<file path="src/rtl/pad_stream_gen_pkg.sv">
// Shared types for the padded pixel stream producer.
//   pixel_t      8-bit pixel as carried on both sides of the padder
//   pad_state_t  frame-walk states of the padder FSM
//   stream_w()   padded extent of one image dimension
package pad_stream_gen_pkg;

    typedef logic [7:0] pixel_t;

    typedef enum logic [2:0] {
        S_IDLE,
        S_TOP,
        S_LEFT,
        S_BODY,
        S_RIGHT,
        S_BOTTOM
    } pad_state_t;

    // Padded size of one dimension: active pixels plus a border on each side.
    function automatic int unsigned stream_w(input int unsigned img_w, input int unsigned pad);
        return img_w + 2 * pad;
    endfunction

endpackage

</file>
<file path="src/rtl/pad_stream_gen_if.sv">
// Handshake bundle around the padder.
//   i_valid / o_ready / i_x          raw pixel input (transfer = i_valid && o_ready)
//   o_valid / i_ready / o_y / o_last padded output beat (transfer = o_valid && i_ready)
// master: the padder's view.  slave: the surrounding source/sink's view.
interface pad_stream_gen_if;
    import pad_stream_gen_pkg::*;

    logic   i_valid;
    logic   o_ready;
    pixel_t i_x;
    logic   o_valid;
    logic   i_ready;
    pixel_t o_y;
    logic   o_last;

    modport master (
        input  i_valid,
        input  i_x,
        input  i_ready,
        output o_ready,
        output o_valid,
        output o_y,
        output o_last
    );

    modport slave (
        output i_valid,
        output i_x,
        output i_ready,
        input  o_ready,
        input  o_valid,
        input  o_y,
        input  o_last
    );

endinterface

</file>
<file path="src/rtl/pad_stream_gen.sv">
// Zero-padding stream generator.
// Takes an IMG_H x IMG_W raster of pixels and emits the (IMG_H+2*PAD) x (IMG_W+2*PAD)
// raster with PAD zero rows/columns on each border, in raster order, one beat per
// cycle when the sink is ready. Frames start only once input data is present.
// Ports:
//   clk    clock
//   reset  synchronous, active-high; discards any partial frame
//   bus    handshake bundle (master view): raw pixels in, padded beats out.
//          o_valid/o_y/o_last are registered; o_ready is combinational.
// PAD is meant to be 1..4.
module pad_stream_gen
    import pad_stream_gen_pkg::*;
#(
    parameter int unsigned IMG_W = 512,
    parameter int unsigned IMG_H = 512,
    parameter int unsigned PAD   = 1
) (
    input  logic             clk,
    input  logic             reset,
    pad_stream_gen_if.master bus
);

    localparam int unsigned STREAM_W = stream_w(IMG_W, PAD);
    localparam int unsigned STREAM_H = stream_w(IMG_H, PAD);
    localparam int unsigned COL_W    = $clog2(STREAM_W);
    localparam int unsigned ROW_W    = $clog2(STREAM_H);

    // Column/row positions at which each region ends.
    localparam logic [COL_W-1:0] COL_LAST     = COL_W'(STREAM_W - 1);
    localparam logic [COL_W-1:0] COL_LEFT_END = COL_W'(PAD - 1);
    localparam logic [COL_W-1:0] COL_BODY_END = COL_W'(PAD + IMG_W - 1);
    localparam logic [ROW_W-1:0] ROW_LAST     = ROW_W'(STREAM_H - 1);
    localparam logic [ROW_W-1:0] ROW_TOP_END  = ROW_W'(PAD - 1);
    localparam logic [ROW_W-1:0] ROW_BODY_END = ROW_W'(PAD + IMG_H - 1);

    pad_state_t       state_q, state_d;
    logic [COL_W-1:0] col_q, col_d;
    logic [ROW_W-1:0] row_q, row_d;

    logic   valid_q, valid_d;
    pixel_t y_q, y_d;
    logic   last_q, last_d;

    logic advance;
    logic beat;
    logic take;
    logic col_last;
    logic row_last;

    // Output register may load when empty or when its beat is being taken.
    assign advance  = ~valid_q | bus.i_ready;
    assign col_last = (col_q == COL_LAST);
    assign row_last = (row_q == ROW_LAST);

    // ------------------------------------------------------------------
    // State register
    // ------------------------------------------------------------------
    always_ff @(posedge clk) begin
        if (reset) begin
            state_q <= S_IDLE;
        end else begin
            state_q <= state_d;
        end
    end

    // ------------------------------------------------------------------
    // Next-state logic; nothing moves while the sink is stalled.
    // ------------------------------------------------------------------
    always_comb begin
        state_d = state_q;
        if (advance) begin
            unique case (state_q)
                S_IDLE: begin
                    if (bus.i_valid) begin
                        state_d = S_TOP;
                    end
                end
                S_TOP: begin
                    if (col_last && (row_q == ROW_TOP_END)) begin
                        state_d = S_LEFT;
                    end
                end
                S_LEFT: begin
                    if (col_q == COL_LEFT_END) begin
                        state_d = S_BODY;
                    end
                end
                S_BODY: begin
                    if (bus.i_valid && (col_q == COL_BODY_END)) begin
                        state_d = S_RIGHT;
                    end
                end
                S_RIGHT: begin
                    if (col_last) begin
                        state_d = (row_q == ROW_BODY_END) ? S_BOTTOM : S_LEFT;
                    end
                end
                S_BOTTOM: begin
                    if (col_last && row_last) begin
                        state_d = S_IDLE;
                    end
                end
                default: state_d = S_IDLE;
            endcase
        end
    end

    // ------------------------------------------------------------------
    // Output logic: beat generation, input handshake, next output word
    // ------------------------------------------------------------------
    always_comb begin
        beat = 1'b0;
        take = 1'b0;
        unique case (state_q)
            S_TOP, S_LEFT, S_RIGHT, S_BOTTOM: beat = advance;
            S_BODY: begin
                take = advance;
                beat = advance & bus.i_valid;
            end
            default: ;
        endcase

        bus.o_ready = take & ~reset;

        valid_d = beat;
        y_d     = (beat && (state_q == S_BODY)) ? bus.i_x : '0;
        last_d  = beat & col_last & row_last;

        // Position only moves with a beat, so input bubbles never skip a column.
        col_d = col_q;
        row_d = row_q;
        if (beat) begin
            col_d = col_last ? '0 : col_q + COL_W'(1);
            if (col_last) begin
                row_d = row_last ? '0 : row_q + ROW_W'(1);
            end
        end
    end

    // ------------------------------------------------------------------
    // Position counters and output register
    // ------------------------------------------------------------------
    always_ff @(posedge clk) begin
        if (reset) begin
            col_q <= '0;
            row_q <= '0;
        end else begin
            col_q <= col_d;
            row_q <= row_d;
        end
    end

    always_ff @(posedge clk) begin
        if (reset) begin
            valid_q <= 1'b0;
            y_q     <= '0;
            last_q  <= 1'b0;
        end else if (advance) begin
            valid_q <= valid_d;
            y_q     <= y_d;
            last_q  <= last_d;
        end
    end

    assign bus.o_valid = valid_q;
    assign bus.o_y     = y_q;
    assign bus.o_last  = last_q;

    // ------------------------------------------------------------------
    // Interface invariants
    // ------------------------------------------------------------------
    a_hold_on_stall: assert property (@(posedge clk) disable iff (reset)
        (bus.o_valid && !bus.i_ready) |=>
            (bus.o_valid && $stable(bus.o_y) && $stable(bus.o_last)));

    a_ready_only_in_body: assert property (@(posedge clk) disable iff (reset)
        bus.o_ready |-> (state_q == S_BODY));

    a_last_with_valid: assert property (@(posedge clk) disable iff (reset)
        bus.o_last |-> bus.o_valid);

endmodule

</file>
<file path="src/flat_wrapper.sv">
// flat-port wrapper written by rule: the top's interface ports become plain ports
module pad_stream_gen_flat import pad_stream_gen_pkg::*;
#(
    parameter int unsigned IMG_W = 512,
    parameter int unsigned IMG_H = 512,
    parameter int unsigned PAD   = 1
)
  (clk, reset, bus_i_valid, bus_i_x, bus_i_ready, bus_o_ready, bus_o_valid, bus_o_y, bus_o_last);
  pad_stream_gen_if bus_i ();
  input  logic clk;
  input  logic reset;
  input wire logic [$bits(bus_i.i_valid)-1:0] bus_i_valid;
  input wire logic [$bits(bus_i.i_x)-1:0] bus_i_x;
  input wire logic [$bits(bus_i.i_ready)-1:0] bus_i_ready;
  output wire logic [$bits(bus_i.o_ready)-1:0] bus_o_ready;
  output wire logic [$bits(bus_i.o_valid)-1:0] bus_o_valid;
  output wire logic [$bits(bus_i.o_y)-1:0] bus_o_y;
  output wire logic [$bits(bus_i.o_last)-1:0] bus_o_last;
  assign bus_i.i_valid = bus_i_valid;
  assign bus_i.i_x = bus_i_x;
  assign bus_i.i_ready = bus_i_ready;
  assign bus_o_ready = bus_i.o_ready;
  assign bus_o_valid = bus_i.o_valid;
  assign bus_o_y = bus_i.o_y;
  assign bus_o_last = bus_i.o_last;
  pad_stream_gen #(.IMG_W(IMG_W), .IMG_H(IMG_H), .PAD(PAD)) u_core (.clk(clk), .reset(reset), .bus(bus_i));
endmodule
</file>
<file path="config.mk">
export PLATFORM = sky130hd
export DESIGN_NAME = pad_stream_gen_flat
export DESIGN_NICKNAME = d
export VERILOG_FILES = /design/src/rtl/pad_stream_gen_pkg.sv /design/src/rtl/pad_stream_gen_if.sv /design/src/rtl/pad_stream_gen.sv /design/src/flat_wrapper.sv
export SDC_FILE = /design/constraint.sdc
export NUM_CORES = 1
export LEC_CHECK = 0
export ABC_AREA = 1
export CAP_MARGIN = 20
export CORE_UTILIZATION = 55
export DETAILED_ROUTE_END_ITERATION = 10
export PLACE_DENSITY = 0.78
export REMOVE_ABC_BUFFERS = 1
export SLEW_MARGIN = 20
export SYNTH_ARGS = -nofsm -noshare
export SYNTH_HDL_FRONTEND = slang
export SYNTH_SLANG_ARGS = --single-unit
</file>
<file path="constraint.sdc">
create_clock -name clk -period 2.2 [get_ports clk]
set_input_delay 0.66 -clock clk [delete_from_list [all_inputs] [get_ports clk]]
set_output_delay 0.66 -clock clk [all_outputs]
set_load 0.02 [all_outputs]
</file>
==> reports/qor.log <==
[flow_run] number of max-cap violations 0
[sta] maximum achievable frequency 462.8 MHz
[cts] clk slew on worst S/H paths 0.10 ns
[sta] Hold Fails Final Rpt 0
[yosys] Synth Flop Type dfxtp_1
[finish] fraction of final layout cells with drive strength greater than 1 16.29%
[yosys] adder-cell share of the synthesized area 3.984%
[yosys] register area share after synthesis 35.06%
[global_routing] antenna violations before repair 0
[worst_setup_path] highest net fanout along the worst path 2
[yosys] Mapped Cells 275
[pwr] Static Leak 0.9483 nW
[floorplan] Die Wd 60.53 microns
[global_routing] remaining global-route overflow 0
[global_routing] first-pass GRT wire length 6748 microns
[sta] ratio of final minimum period to clock period 98.21%
[finish] synth-to-layout area growth 21.38%
[yosys] Async SR Flop Fraction 0%
[cts] total clock buffers created by CTS 5
[floorplan] floorplan row count 20
[global_routing] vias in the first global route 1,615
[global_routing] combined global-route utilization of all metal layers 25.04%
[cts] Sink Count 33
[yosys] Cell variety after synth 33
[yosys] mux share of post-synthesis cell area 0%
[place] DP Cell Count 349
[floorplan] Initial Utilization 59.76%
[finish] Layout Nets 330
[place] detailed placer's ending HPWL 2946 microns
[finish] post-layout utilization of the core 72.54%
[route] First DRT Iteration DRCs 85
[yosys] number of enable-type register cells in the synthesized netlist 0
[sta] worst-case clock skew 0.009421 ns
[cts] source-to-sink clock delay at the later pin of the worst-skew pair 0.35 ns
[route] vias per std cell 5.104
[sta] final worst slack 0.03931 ns
[worst_setup_path] arrival time at the worst endpoint 1.50 ns
[floorplan] die outline area 0.003664 sq mm
[sta] worst hold margin 0.4681 ns
[floorplan] number of top-level design ports 23
[worst_setup_path] startpoint type of the worst setup path input port
[worst_setup_path] kind of critical path input port to primary output
[worst_setup_path] crit end category primary output
[place] Placer Congestion 0.8537
[route] wire length per cell after detailed routing 11.17 microns
[finish] Inserted Diodes 0
[yosys] synth top area cells dfxtp_1 (35%), nand2_1 (13%), a21oi_1 (6.6%), nor2_1 (6.6%), inv_1 (6.0%)
[route] final antenna-violating net count 0
[worst_setup_path] reg-to-reg slack, setup 0.42 ns
[worst_setup_path] Req. time, crit path 1.54 ns
[cts] CTS tree yes
[cts] H-tree level count 2
[yosys] register bit count reported by yosys 33
[yosys] cell type with the largest total area after synthesis dfxtp_1
[route] DRT Wirelength 3988 microns
[yosys] synth warn 0
[sta] max-slew violation total from the final report 0
[floorplan] height of the die 60.53 microns
[floorplan] core area 0.003153 sq mm
[cts] clock tree root driver cell clkbuf_4
[route] number of search-and-repair iterations in the first detailed-routing pass 4
[place] pre-CTS setup slack -0.4413 ns
[route] number of DRC violations after detailed routing 0
[pwr] Pwr per Cell Area 783.8 mW/mm^2
[yosys] dominant combinational cell family by area after synthesis simple AND/OR/NAND/NOR gates
[yosys] syn avg cell area 6.852 sq um
[yosys] share of the synthesized area in compound gates (AO/OA/AOI/OAI) 11.42%
[yosys] area share of the largest cell type after synthesis 35.06%
[global_routing] pin count of the biggest net entering global routing 17
[sta] slew at the pin with the worst max-slew slack 0.3501 ns
[yosys] library cell with the highest instance count after synthesis nand2_1
[sta] unrepaired setup endpoints after global routing false
[yosys] area of the mapped netlist 0.001884 sq mm
[place] IO Port Bufs 22
[cts] Max clock buf depth 2
[pwr] maximum resistive drop on vdd 0.3964 mV
[yosys] synth cell count leaders nand2_1 (66), dfxtp_1 (33), nor2_1 (33), inv_1 (30), a21oi_1 (25)
[route] vias post-DR 1,822
[run_status] outcome completed
[finish] count of placed standard cells in the final layout, fillers left out 357
[yosys] post-synthesis xor/xnor area fraction 0.4648%
[sta] Min Clock Period, post-route 2.161 ns
[yosys] synthesized-area fraction occupied by and/or/nand/nor cells 39.71%
[min_path] classification of the worst-slack hold path register to register
[sta] Max transition margin 76.48%
[sta] final-report setup violation count 0
[cts] hold-fix buffers at CTS 0
path summary, 6_finish.rpt:
check | startpoint | end | cells past startpoint
max | bus_i_ready | bus_o_ready | 4
min | u_core.bus.o_y[1] | u_core.bus.o_y[1] | 2
max reg2reg | u_core.col_q[0] | u_core.row_q[5] | 9
min reg2reg | u_core.bus.o_y[1] | u_core.bus.o_y[1] | 2
cells by family (layout without fill, tap and decap cells):
kind of cell | count (synthesis) | after routing
AOI/OAI and AO/OA | 41 | 41
buffers and inverters | 42 | 80
xor gates and xnor gates | 1 | 1
adders and majority gates | 6 | 6
and+or+nand+nor | 152 | 152
DFF | 33 | 33
power by group:
group | internal [W] | switching [W]
sequential | 0.000644 | 0.0000355
combinational | 0.000304 | 0.000411
clock | 0.000185 | 0.000213
final cells by class:
cell class,instances,area (sq um)
Multi-Input combinational cell,200,1047
Fill cell,290,865.8
Sequential cell,33,660.6
Timing Repair Buffer,35,315.3
Inverter,37,138.9
Clock buffer,7,65.06
Tap cell,44,55.05
Clock inverter,1,5.005
per-layer routing:
layer	vias up	GRT usage [%]	share of wire, %
met2	37	43.49	47
met1	823	28.80	46
met4	0	7.143	1.4
li1	955	-	-
met5	-	0	0
met3	7	9.382	5.3
state kept, by name, indices dropped and copies added (netlist names):
name	cells
u_core.col_q	10
u_core.row_q	10
u_core.bus.o_y	8
u_core.state_q	3
u_core.bus.o_last	1
u_core.bus.o_valid	1
per-stage QoR:
stage / TNS (ns) / area, sq um / power [W]
CTS: 0 / 2285 / 0.001793
global placement: -0.7399 / 2220 / 0.001396
finish: 0 / 2287 / 0.001793
detailed placement: -0.9566 / 2220 / 0.001401
global route: 0 / 2287 / 0.001918
floorplan: 0 / 1847 / 0.001127
repair_timing:
action / 4_1_cts / 5_1_grt
endpoints found under the setup margin: 1 / 1
gates resized for setup: 5 / 1
buffers inserted: 0 / 0
pin swaps: 1 / 0
cloned: 0 / 0
cells in the final DEF, fill, tap and decap left out, drive strengths merged, types with 4 or more instances in the layout:
| cell type | synthesis | layout |
|---|---|---|
| nand2 | 69 | 69 |
| nor2 | 44 | 44 |
| inv | 37 | 37 |
| dfxtp | 33 | 33 |
| a21oi | 25 | 25 |
| clkdlybuf4s50 | 0 | 21 |
| nand3 | 19 | 19 |
| buf | 2 | 14 |
| o21ai | 13 | 13 |
| nor3 | 12 | 12 |
| clkbuf | 3 | 7 |
| ha | 6 | 6 |
| nand4 | 4 | 4 |
critical path, cell delays in order:
cell and delay [ns]:
clkdlybuf4s50_1 0.47, nor2_2 0.05, nor3_1 0.15, buf_4 0.18
(Power assumes the default switching activity.)
